<file path="src/rtl/wb_load_unit.sv">
// Writeback stage that drives the register file write port.
// ALU results commit one cycle after acceptance. Loads issue one word read
// to data memory, then align and extend the returned data before committing.
// Misaligned loads, illegal load encodings and memory timeouts raise a
// one-cycle error pulse and are never written back.
module wb_load_unit #(
  parameter int TIMEOUT = 16
) (
  input  logic        i_clk,
  input  logic        i_rst,
  input  logic        i_valid,
  output logic        o_ready,
  input  logic        i_wb_sel,
  input  logic        i_reg_write,
  input  logic [4:0]  i_rd,
  input  logic [2:0]  i_funct3,
  input  logic [31:0] i_alu_result,
  output logic        o_dmem_req,
  output logic [31:0] o_dmem_addr,
  input  logic        i_dmem_ack,
  input  logic [31:0] i_dmem_rdata,
  output logic        o_reg_write,
  output logic [4:0]  o_write_rd,
  output logic [31:0] o_write_data,
  output logic        o_load_err
);

  localparam int CW = (TIMEOUT > 1) ? $clog2(TIMEOUT) : 1;
  localparam logic [CW-1:0] CNT_LAST = CW'(TIMEOUT - 1);

  localparam logic [2:0] F3_LB  = 3'b000;
  localparam logic [2:0] F3_LH  = 3'b001;
  localparam logic [2:0] F3_LW  = 3'b010;
  localparam logic [2:0] F3_LBU = 3'b100;
  localparam logic [2:0] F3_LHU = 3'b101;

  typedef enum logic {IDLE, WAIT} state_t;

  state_t        state;
  logic [CW-1:0] wait_cnt;
  logic [4:0]    rd_q;
  logic          reg_write_q;
  logic [2:0]    funct3_q;
  logic [1:0]    offset_q;

  logic          load_bad;
  logic [7:0]    load_byte;
  logic [15:0]   load_half;
  logic [31:0]   load_data;

  assign o_ready = (state == IDLE);

  // Decide whether the incoming load has an illegal encoding or a misaligned address
  always_comb begin
    load_bad = 1'b0;
    case (i_funct3)
      F3_LB, F3_LBU: load_bad = 1'b0;
      F3_LH, F3_LHU: load_bad = i_alu_result[0];
      F3_LW:         load_bad = (i_alu_result[1:0] != 2'b00);
      default:       load_bad = 1'b1;
    endcase
  end

  // Pick the addressed byte/half out of the returned word and extend it
  always_comb begin
    load_byte = 8'h00;
    load_half = 16'h0000;
    load_data = 32'h0000_0000;
    case (offset_q)
      2'd0:    load_byte = i_dmem_rdata[7:0];
      2'd1:    load_byte = i_dmem_rdata[15:8];
      2'd2:    load_byte = i_dmem_rdata[23:16];
      default: load_byte = i_dmem_rdata[31:24];
    endcase
    load_half = offset_q[1] ? i_dmem_rdata[31:16] : i_dmem_rdata[15:0];
    case (funct3_q)
      F3_LB:   load_data = {{24{load_byte[7]}}, load_byte};
      F3_LBU:  load_data = {24'h000000, load_byte};
      F3_LH:   load_data = {{16{load_half[15]}}, load_half};
      F3_LHU:  load_data = {16'h0000, load_half};
      default: load_data = i_dmem_rdata;
    endcase
  end

  // Writeback FSM: commits ALU results, runs loads and flags errors/timeouts
  always_ff @(posedge i_clk or posedge i_rst) begin
    if (i_rst) begin
      state        <= IDLE;
      wait_cnt     <= '0;
      rd_q         <= 5'd0;
      reg_write_q  <= 1'b0;
      funct3_q     <= 3'd0;
      offset_q     <= 2'd0;
      o_dmem_req   <= 1'b0;
      o_dmem_addr  <= 32'h0000_0000;
      o_reg_write  <= 1'b0;
      o_write_rd   <= 5'd0;
      o_write_data <= 32'h0000_0000;
      o_load_err   <= 1'b0;
    end else begin
      o_reg_write <= 1'b0;
      o_load_err  <= 1'b0;
      case (state)
        IDLE: begin
          if (i_valid) begin
            if (!i_wb_sel) begin
              o_reg_write  <= i_reg_write & (i_rd != 5'd0);
              o_write_rd   <= i_rd;
              o_write_data <= i_alu_result;
            end else if (load_bad) begin
              o_load_err <= 1'b1;
            end else begin
              rd_q        <= i_rd;
              reg_write_q <= i_reg_write;
              funct3_q    <= i_funct3;
              offset_q    <= i_alu_result[1:0];
              o_dmem_addr <= {i_alu_result[31:2], 2'b00};
              o_dmem_req  <= 1'b1;
              wait_cnt    <= '0;
              state       <= WAIT;
            end
          end
        end
        WAIT: begin
          if (i_dmem_ack) begin
            o_dmem_req   <= 1'b0;
            o_reg_write  <= reg_write_q & (rd_q != 5'd0);
            o_write_rd   <= rd_q;
            o_write_data <= load_data;
            state        <= IDLE;
          end else if (wait_cnt == CNT_LAST) begin
            o_dmem_req <= 1'b0;
            o_load_err <= 1'b1;
            state      <= IDLE;
          end else begin
            wait_cnt <= wait_cnt + 1'b1;
          end
        end
        default: state <= IDLE;
      endcase
    end
  end

endmodule
</file>
<file path="config.mk">
export PLATFORM = sky130hd
export DESIGN_NAME = wb_load_unit
export DESIGN_NICKNAME = d
export VERILOG_FILES = /design/src/rtl/wb_load_unit.sv
export SDC_FILE = /design/constraint.sdc
export NUM_CORES = 1
export LEC_CHECK = 0
export CORE_MARGIN = 2
export CORE_UTILIZATION = 45
export DETAILED_ROUTE_END_ITERATION = 10
export GPL_ROUTABILITY_DRIVEN = 0
export GPL_TIMING_DRIVEN = 0
export PLACE_DENSITY = 0.81
export SYNTH_ARGS = -nofsm -noshare
export SYNTH_HDL_FRONTEND = slang
export SYNTH_SLANG_ARGS = --single-unit
</file>
<file path="constraint.sdc">
create_clock -name i_clk -period 3 [get_ports i_clk]
set_clock_uncertainty 0.05 [all_clocks]
set_input_delay 0.3 -clock i_clk [delete_from_list [all_inputs] [get_ports i_clk]]
set_output_delay 0.3 -clock i_clk [all_outputs]
set_load 0.02 [all_outputs]
</file>
==> results.yml, run 1 <==
die:
  rows: 35
  core_mm2: 0.00911
  fp.dieArea_mm2: 0.0100
  die_h_um: 100
  initial_core_util: 0.456
  ioPinCount: 151
  die_w_um: 100
power_and_ir_drop:
  cellLeakagePower_nw: 2.47
  ir_drop_mv: 0.354
  power_density_mw_per_mm2: 688
setup_path:
  crit_required_ps: 3220
  critical_path.max_fanout: 10
  cp.arrival_ps: 2610
  start_kind: "primary input"
  crit_type: "in -> reg"
  r2r_cells: 4
  worst_setup_path_end_kind: "flip-flop"
detailed_routing:
  drt-vias-per-instance: 5.71
  wl_per_cell_um: 18.9
  drt-total-wl_mm: 12.6
  num_vias: 3803
  dr.pass1.iters: 7
  ant_nets: 0
  drc: 0
  dr.first_iter.drc_count: 219
yosys:
  synth_simple_gate_area_frac: 0.119
  yosys.area.top_type_share: 0.519
  yosys_warnings: 0
  synth_seq_cells: 86
  synth_area_leaders: "dfrtp_1 52%, mux2_1 11%, nand2_1 4.8%"
  async_flop_share: 1.00
  syn_area_mm2: 0.00415
  yosys.area_share.xor_xnor: 0
  seq_area_frac_synth: 0.519
  synth_top_family_by_area: "multiplexers"
  syn_inst: 389
  yosys.area.top_type: "dfrtp_1"
  ys.flop_type: "dfrtp_1"
  yosysMostFrequentCell: "dfrtp_1"
  synth_compound_area_frac: 0.154
  synth_edf_count: 0
  muxShareOfSynthArea: 0.168
  ys_types: 46
  synth_adder_area_share: 0.00301
  synth_common_cells: "86 x dfrtp_1, 53 x nand2_1, 42 x mux2_1"
  postSynthAreaPerCell_um2: 10.7
placed_design:
  placed_area_mm2: 0.00580
  port_buffers: 148
  hpwl_mm: 9.64
  place_inst: 650
finish:
  stdcell_area_mm2: 0.00600
  area_growth_pct: 44.7
  num-fill-cells: 733
  drive_gt1_frac: 0.0595
  antenna_cells: 0
  nNetsFinal: 629
  instances_no_fill: 666
  final_util: 0.659
clock_network:
  clk_pin_slew_ps: 90
  cts_buffers: 9
  clock-sinks: 86
  clock_path_buffers: 2
  clock_latency_ps: 350
  cts_tree: "done"
  clock_tree.htree_level_count: 3
  clockRootBuffer: "clkbuf_8"
  postCtsResizedCells: 0
  hold_buffers: 0
  postCtsSetupBuffers: 0
min_path:
  hp-class: "in -> async"
timing:
  rsz0062_at_grt: "no"
  timing.slew.headroom: 0.327
  holdWs_ps: 269
  setup_viol_count_final: 0
  finalCritPeriodShare: 0.796
  fmax_ghz: 0.419
  tns_ps: 0
  fin_crit_ps: 2390
  hold_viol_final: 0
  tightest_slew_ps: 1010
  slew_viol_final: 0
global_route:
  grt_pass1_vias: 3695
  grt_usage: 0.253
  antenna_found_initial: 0
  grt_max_degree: 48
  grt_pass1_wl_mm: 19.7
  grt_overflow_total: 0
job:
  cap_violations: 0
outcome:
  status: "complete, no violations"
## layout make-up
class	instances	area, um^2	area share
buffer	28	131	0.0219
sequential	86	2150	0.358
timing repair buffer	149	1510	0.251
inverter	6	25.0	0.00417
multi-input combinational	270	1850	0.308
tap	111	139	0.0231
clock buffer	11	141	0.0235
clock inverter	5	58.8	0.00979
## power breakdown
part | total (mW) | leakage, nW | internal [mW] | switching (mW)
combinational | 1.67 | 1.36 | 0.801 | 0.870
sequential | 1.63 | 1.02 | 1.45 | 0.179
clock | 0.828 | 0.0955 | 0.408 | 0.420
total | 4.13 | 2.47 | 2.66 | 1.47
## cell usage in the layout, fill, tap and decap left out, drive strengths merged, types with 4 or more instances in the layout
| master | count |
|---|---|
| a21oi | 25 |
| a32oi | 11 |
| buf | 14 |
| clkbuf | 26 |
| clkdlybuf4s50 | 148 |
| dfrtp | 86 |
| inv | 6 |
| mux2 | 43 |
| mux2i | 19 |
| nand2 | 53 |
| nand2b | 4 |
| nand3 | 6 |
| nor2 | 18 |
| nor2b | 11 |
| o21ai | 27 |
| o221ai | 11 |
| or3 | 6 |
## metal layers
layer  vias to the layer above  wire length (um)  global-route usage
met5                         -                 0                   0
met3                        30               926              0.0404
met2                       183              6100               0.419
met1                      1856              5220               0.338
li1                       1734                 -                   -
met4                         0               339              0.0917
## sequential cells by signal, indices dropped and copies added (netlist names)
signal,count
wait_cnt,4
o_write_rd,5
o_dmem_req,1
state,1
o_load_err,1
o_reg_write,1
offset_q,2
o_write_data,32
rd_q,5
o_dmem_addr,30
funct3_q,3
reg_write_q,1
## worst paths after layout
path                                              from                      endpoint  slack (ps)
setup / recovery                               i_valid  o_write_data[31]$_DFFE_PP0P_         610
hold / removal                                   i_rst   o_dmem_addr[27]$_DFFE_PP0P_         270
setup reg to reg                       state$_DFF_PP0_  o_write_data[31]$_DFFE_PP0P_         640
hold reg to reg            o_dmem_addr[18]$_DFFE_PP0P_   o_dmem_addr[18]$_DFFE_PP0P_         440
max in group asynchronous                        i_rst   o_write_data[7]$_DFFE_PP0P_        2010
min in group i_clk         o_dmem_addr[18]$_DFFE_PP0P_   o_dmem_addr[18]$_DFFE_PP0P_         440
## metrics by stage
stage	total power, mW	setup slack [ps]
after global placement	3.25	-859
after floorplan	2.50	428
after detailed placement	3.32	329
final	4.13	612
after CTS	4.14	686
after global routing	4.32	505
## cell families after synthesis
| logic type | count (synthesis) |
|---|---|
| AO/OA/AOI/OAI | 97 |
| adder cells (fa/ha/maj) | 1 |
| multiplexers | 63 |
| AND/OR/NAND/NOR | 107 |
| flip-flops | 86 |
| buffers and inverters | 34 |
| other | 1 |
## critical path, stage by stage
cell	delay, ps
clkdlybuf4s50_1	540
nor3b_1	840
clkbuf_1	520
nand2_1	180
a32oi_1	220
(Power assumes the default switching activity.)
==> run 2, diff against run 1 <==
--- a/config.mk
+++ b/config.mk
@@ -6,11 +6,11 @@
 export NUM_CORES = 1
 export LEC_CHECK = 0
 export CORE_MARGIN = 2
-export CORE_UTILIZATION = 45
+export CORE_UTILIZATION = 41
 export DETAILED_ROUTE_END_ITERATION = 10
 export GPL_ROUTABILITY_DRIVEN = 0
 export GPL_TIMING_DRIVEN = 0
-export PLACE_DENSITY = 0.81
+export PLACE_DENSITY = 0.77
 export SYNTH_ARGS = -nofsm -noshare
 export SYNTH_HDL_FRONTEND = slang
 export SYNTH_SLANG_ARGS = --single-unit
==> constraint.sdc (replaced) <==
create_clock -name i_clk -period 2 [get_ports i_clk]
set_clock_uncertainty 0.05 [all_clocks]
set_input_delay 0.2 -clock i_clk [delete_from_list [all_inputs] [get_ports i_clk]]
set_output_delay 0.2 -clock i_clk [all_outputs]
set_load 0.02 [all_outputs]
==> run 2 against run 1 <==
Compared with the run above: first-iteration DRC count is 4.6% higher; critical path type is now reg -> reg; flip-flop and latch count unchanged; final cell count increased by 3.3%.
==> results.yml, run 2 (synthesis gave the netlist of run 1 again) <==
die:
  ioPinCount: 151
  rows: 36
  initial_core_util: 0.423
  die_w_um: 105
  fp.dieArea_mm2: 0.0109
  core_mm2: 0.00982
  die_h_um: 105
detailed_routing:
  ant_nets: 0
  num_vias: 3783
  dr.pass1.iters: 5
  dr.first_iter.drc_count: 229
  drc: 0
  drt-vias-per-instance: 5.50
  drt-total-wl_mm: 13.1
  wl_per_cell_um: 19.0
finish:
  top_regs: "o_write_data: 32 flops, o_dmem_addr: 30 flops"
  final_common_cell: "clkdlybuf4s50_1"
  final_util: 0.623
  nNetsFinal: 629
  antenna_cells: 0
  drive_gt1_frac: 0.0847
  top_register: "o_write_data"
  mostFrequentLayoutCells: "148 x clkdlybuf4s50_1, 86 x dfrtp_1, 52 x nand2_1"
  area_growth_pct: 47.5
  largest_register_ffs: 32
timing:
  finalCritPeriodShare: 0.976
  tns_ps: 0
  slew_viol_final: 0
  holdWs_ps: 234
  fmax_ghz: 0.512
  hold_viol_final: 0
  setup_viol_count_final: 0
  timing.slew.headroom: 0.532
  tightest_slew_ps: 701
  fin_crit_ps: 1950
clock_network:
  clock_path_buffers: 2
  clockRootBuffer: "clkbuf_8"
  cts_buffers: 9
  clock_tree.htree_level_count: 3
  clock_latency_ps: 370
  clk_pin_slew_ps: 90
  hold_buffers: 0
  cts_tree: "done"
  clock-sinks: 86
global_route:
  grt_max_degree: 33
  grt_pass1_wl_mm: 20.9
  antenna_found_initial: 0
  grt_pass1_vias: 3938
  grt_overflow_total: 0
  grt_usage: 0.245
power_and_ir_drop:
  ir_drop_mv: 0.419
  swShare: 0.352
  power_density_mw_per_mm2: 1040
  p_clk_frac: 0.219
  seqPwrFrac: 0.384
  cellLeakagePower_nw: 2.51
  power_frac_comb: 0.397
  internal_power_mw: 4.14
  p_switching_mw: 2.25
setup_path:
  crit_chain: "mux4_2 > a21o_1 > o221a_1 > a211o_1"
  crit_required_ps: 2210
  critPathSlowestCell: "mux4_2"
  cp.arrival_ps: 2160
  cpPeakStageDelay_ps: 520
  start_kind: "flip-flop"
  worst_setup_path_end_kind: "flip-flop"
  crit_type: "reg -> reg"
  critical_path.max_fanout: 8
min_path:
  hp-class: "in -> async"
placed_design:
  port_buffers: 148
  hpwl_mm: 10.1
job:
  cap_violations: 0
outcome:
  status: "complete, no violations"
run 2: cell count changes in the layout (fill, tap and decap cells not counted), moves of 2 or more:
cell / change
inv_6: +2
buf_12: +2
clkbuf_1: -5
buf_4: +2
clkbuf_2: +3
run 2: area by class of cell:
cell class	count	area [um^2]
Buffer	26	130
Clock buffer	10	138
Clock inverter	6	92.6
Fill cell	831	3700
Inverter	6	26.3
Multi-Input combinational cell	270	1890
Sequential cell	86	2150
Tap cell	133	166
Timing Repair Buffer	151	1530
run 2: repair_timing:
action	in CTS	in global routing
endpoints found under the setup margin	47	70
setup buffers	1	0
resized for setup	4	11
pin swaps	1	0
run 2: path summary, 6_finish.rpt:
path | cells past startpoint | from | slack [ps] | endpoint
min reg2reg | 1 | o_dmem_addr[23]$_DFFE_PP0P_ | 440 | o_dmem_addr[23]$_DFFE_PP0P_
max in group asynchronous | 4 | i_rst | 870 | o_write_data[3]$_DFFE_PP0P_
max reg2reg | 4 | offset_q[1]$_DFFE_PP0P_ | 50 | o_write_data[10]$_DFFE_PP0P_
min in group i_clk | 3 | i_dmem_rdata[29] | 370 | o_write_data[29]$_DFFE_PP0P_
min | 2 | i_rst | 230 | o_dmem_addr[24]$_DFFE_PP0P_
max | 4 | offset_q[1]$_DFFE_PP0P_ | 50 | o_write_data[10]$_DFFE_PP0P_
run 2: power by group through the flow:
stage	logic (mW)	registers, mW	clock network, mW
after floorplan	0.861	2.89	0
after global placement	2.44	2.46	0
after detailed placement	2.51	2.48	0
after CTS	2.52	2.45	1.42
after global routing	2.70	2.51	1.49
final	2.54	2.45	1.40
run 2: metrics by stage:
stage	setup slack, ps	cell area (um^2)	power [mW]	std cells
2_1_floorplan	195	4160	3.75	390
3_3_place_gp	-531	5810	4.89	671
3_5_place_dp	-527	5850	5.00	673
4_1_cts	-7.85	6100	6.40	690
5_1_grt	-1.63	6120	6.70	688
6_report	47.1	6120	6.39	688
run 2: per-layer routing:
metal	wire, um	vias to the layer above	global-route usage
met2	6200	173	0.401
met5	0	-	0
met4	459	0	0.121
met1	5410	1842	0.311
li1	-	1734	-
met3	994	34	0.0487
run 2: critical path: cells and delay by family, from the launching register on:
| kind | cells | cell delay, ps |
|---|---|---|
| mux | 1 | 520 |
| flops | 1 | 430 |
| compound gates | 3 | 840 |
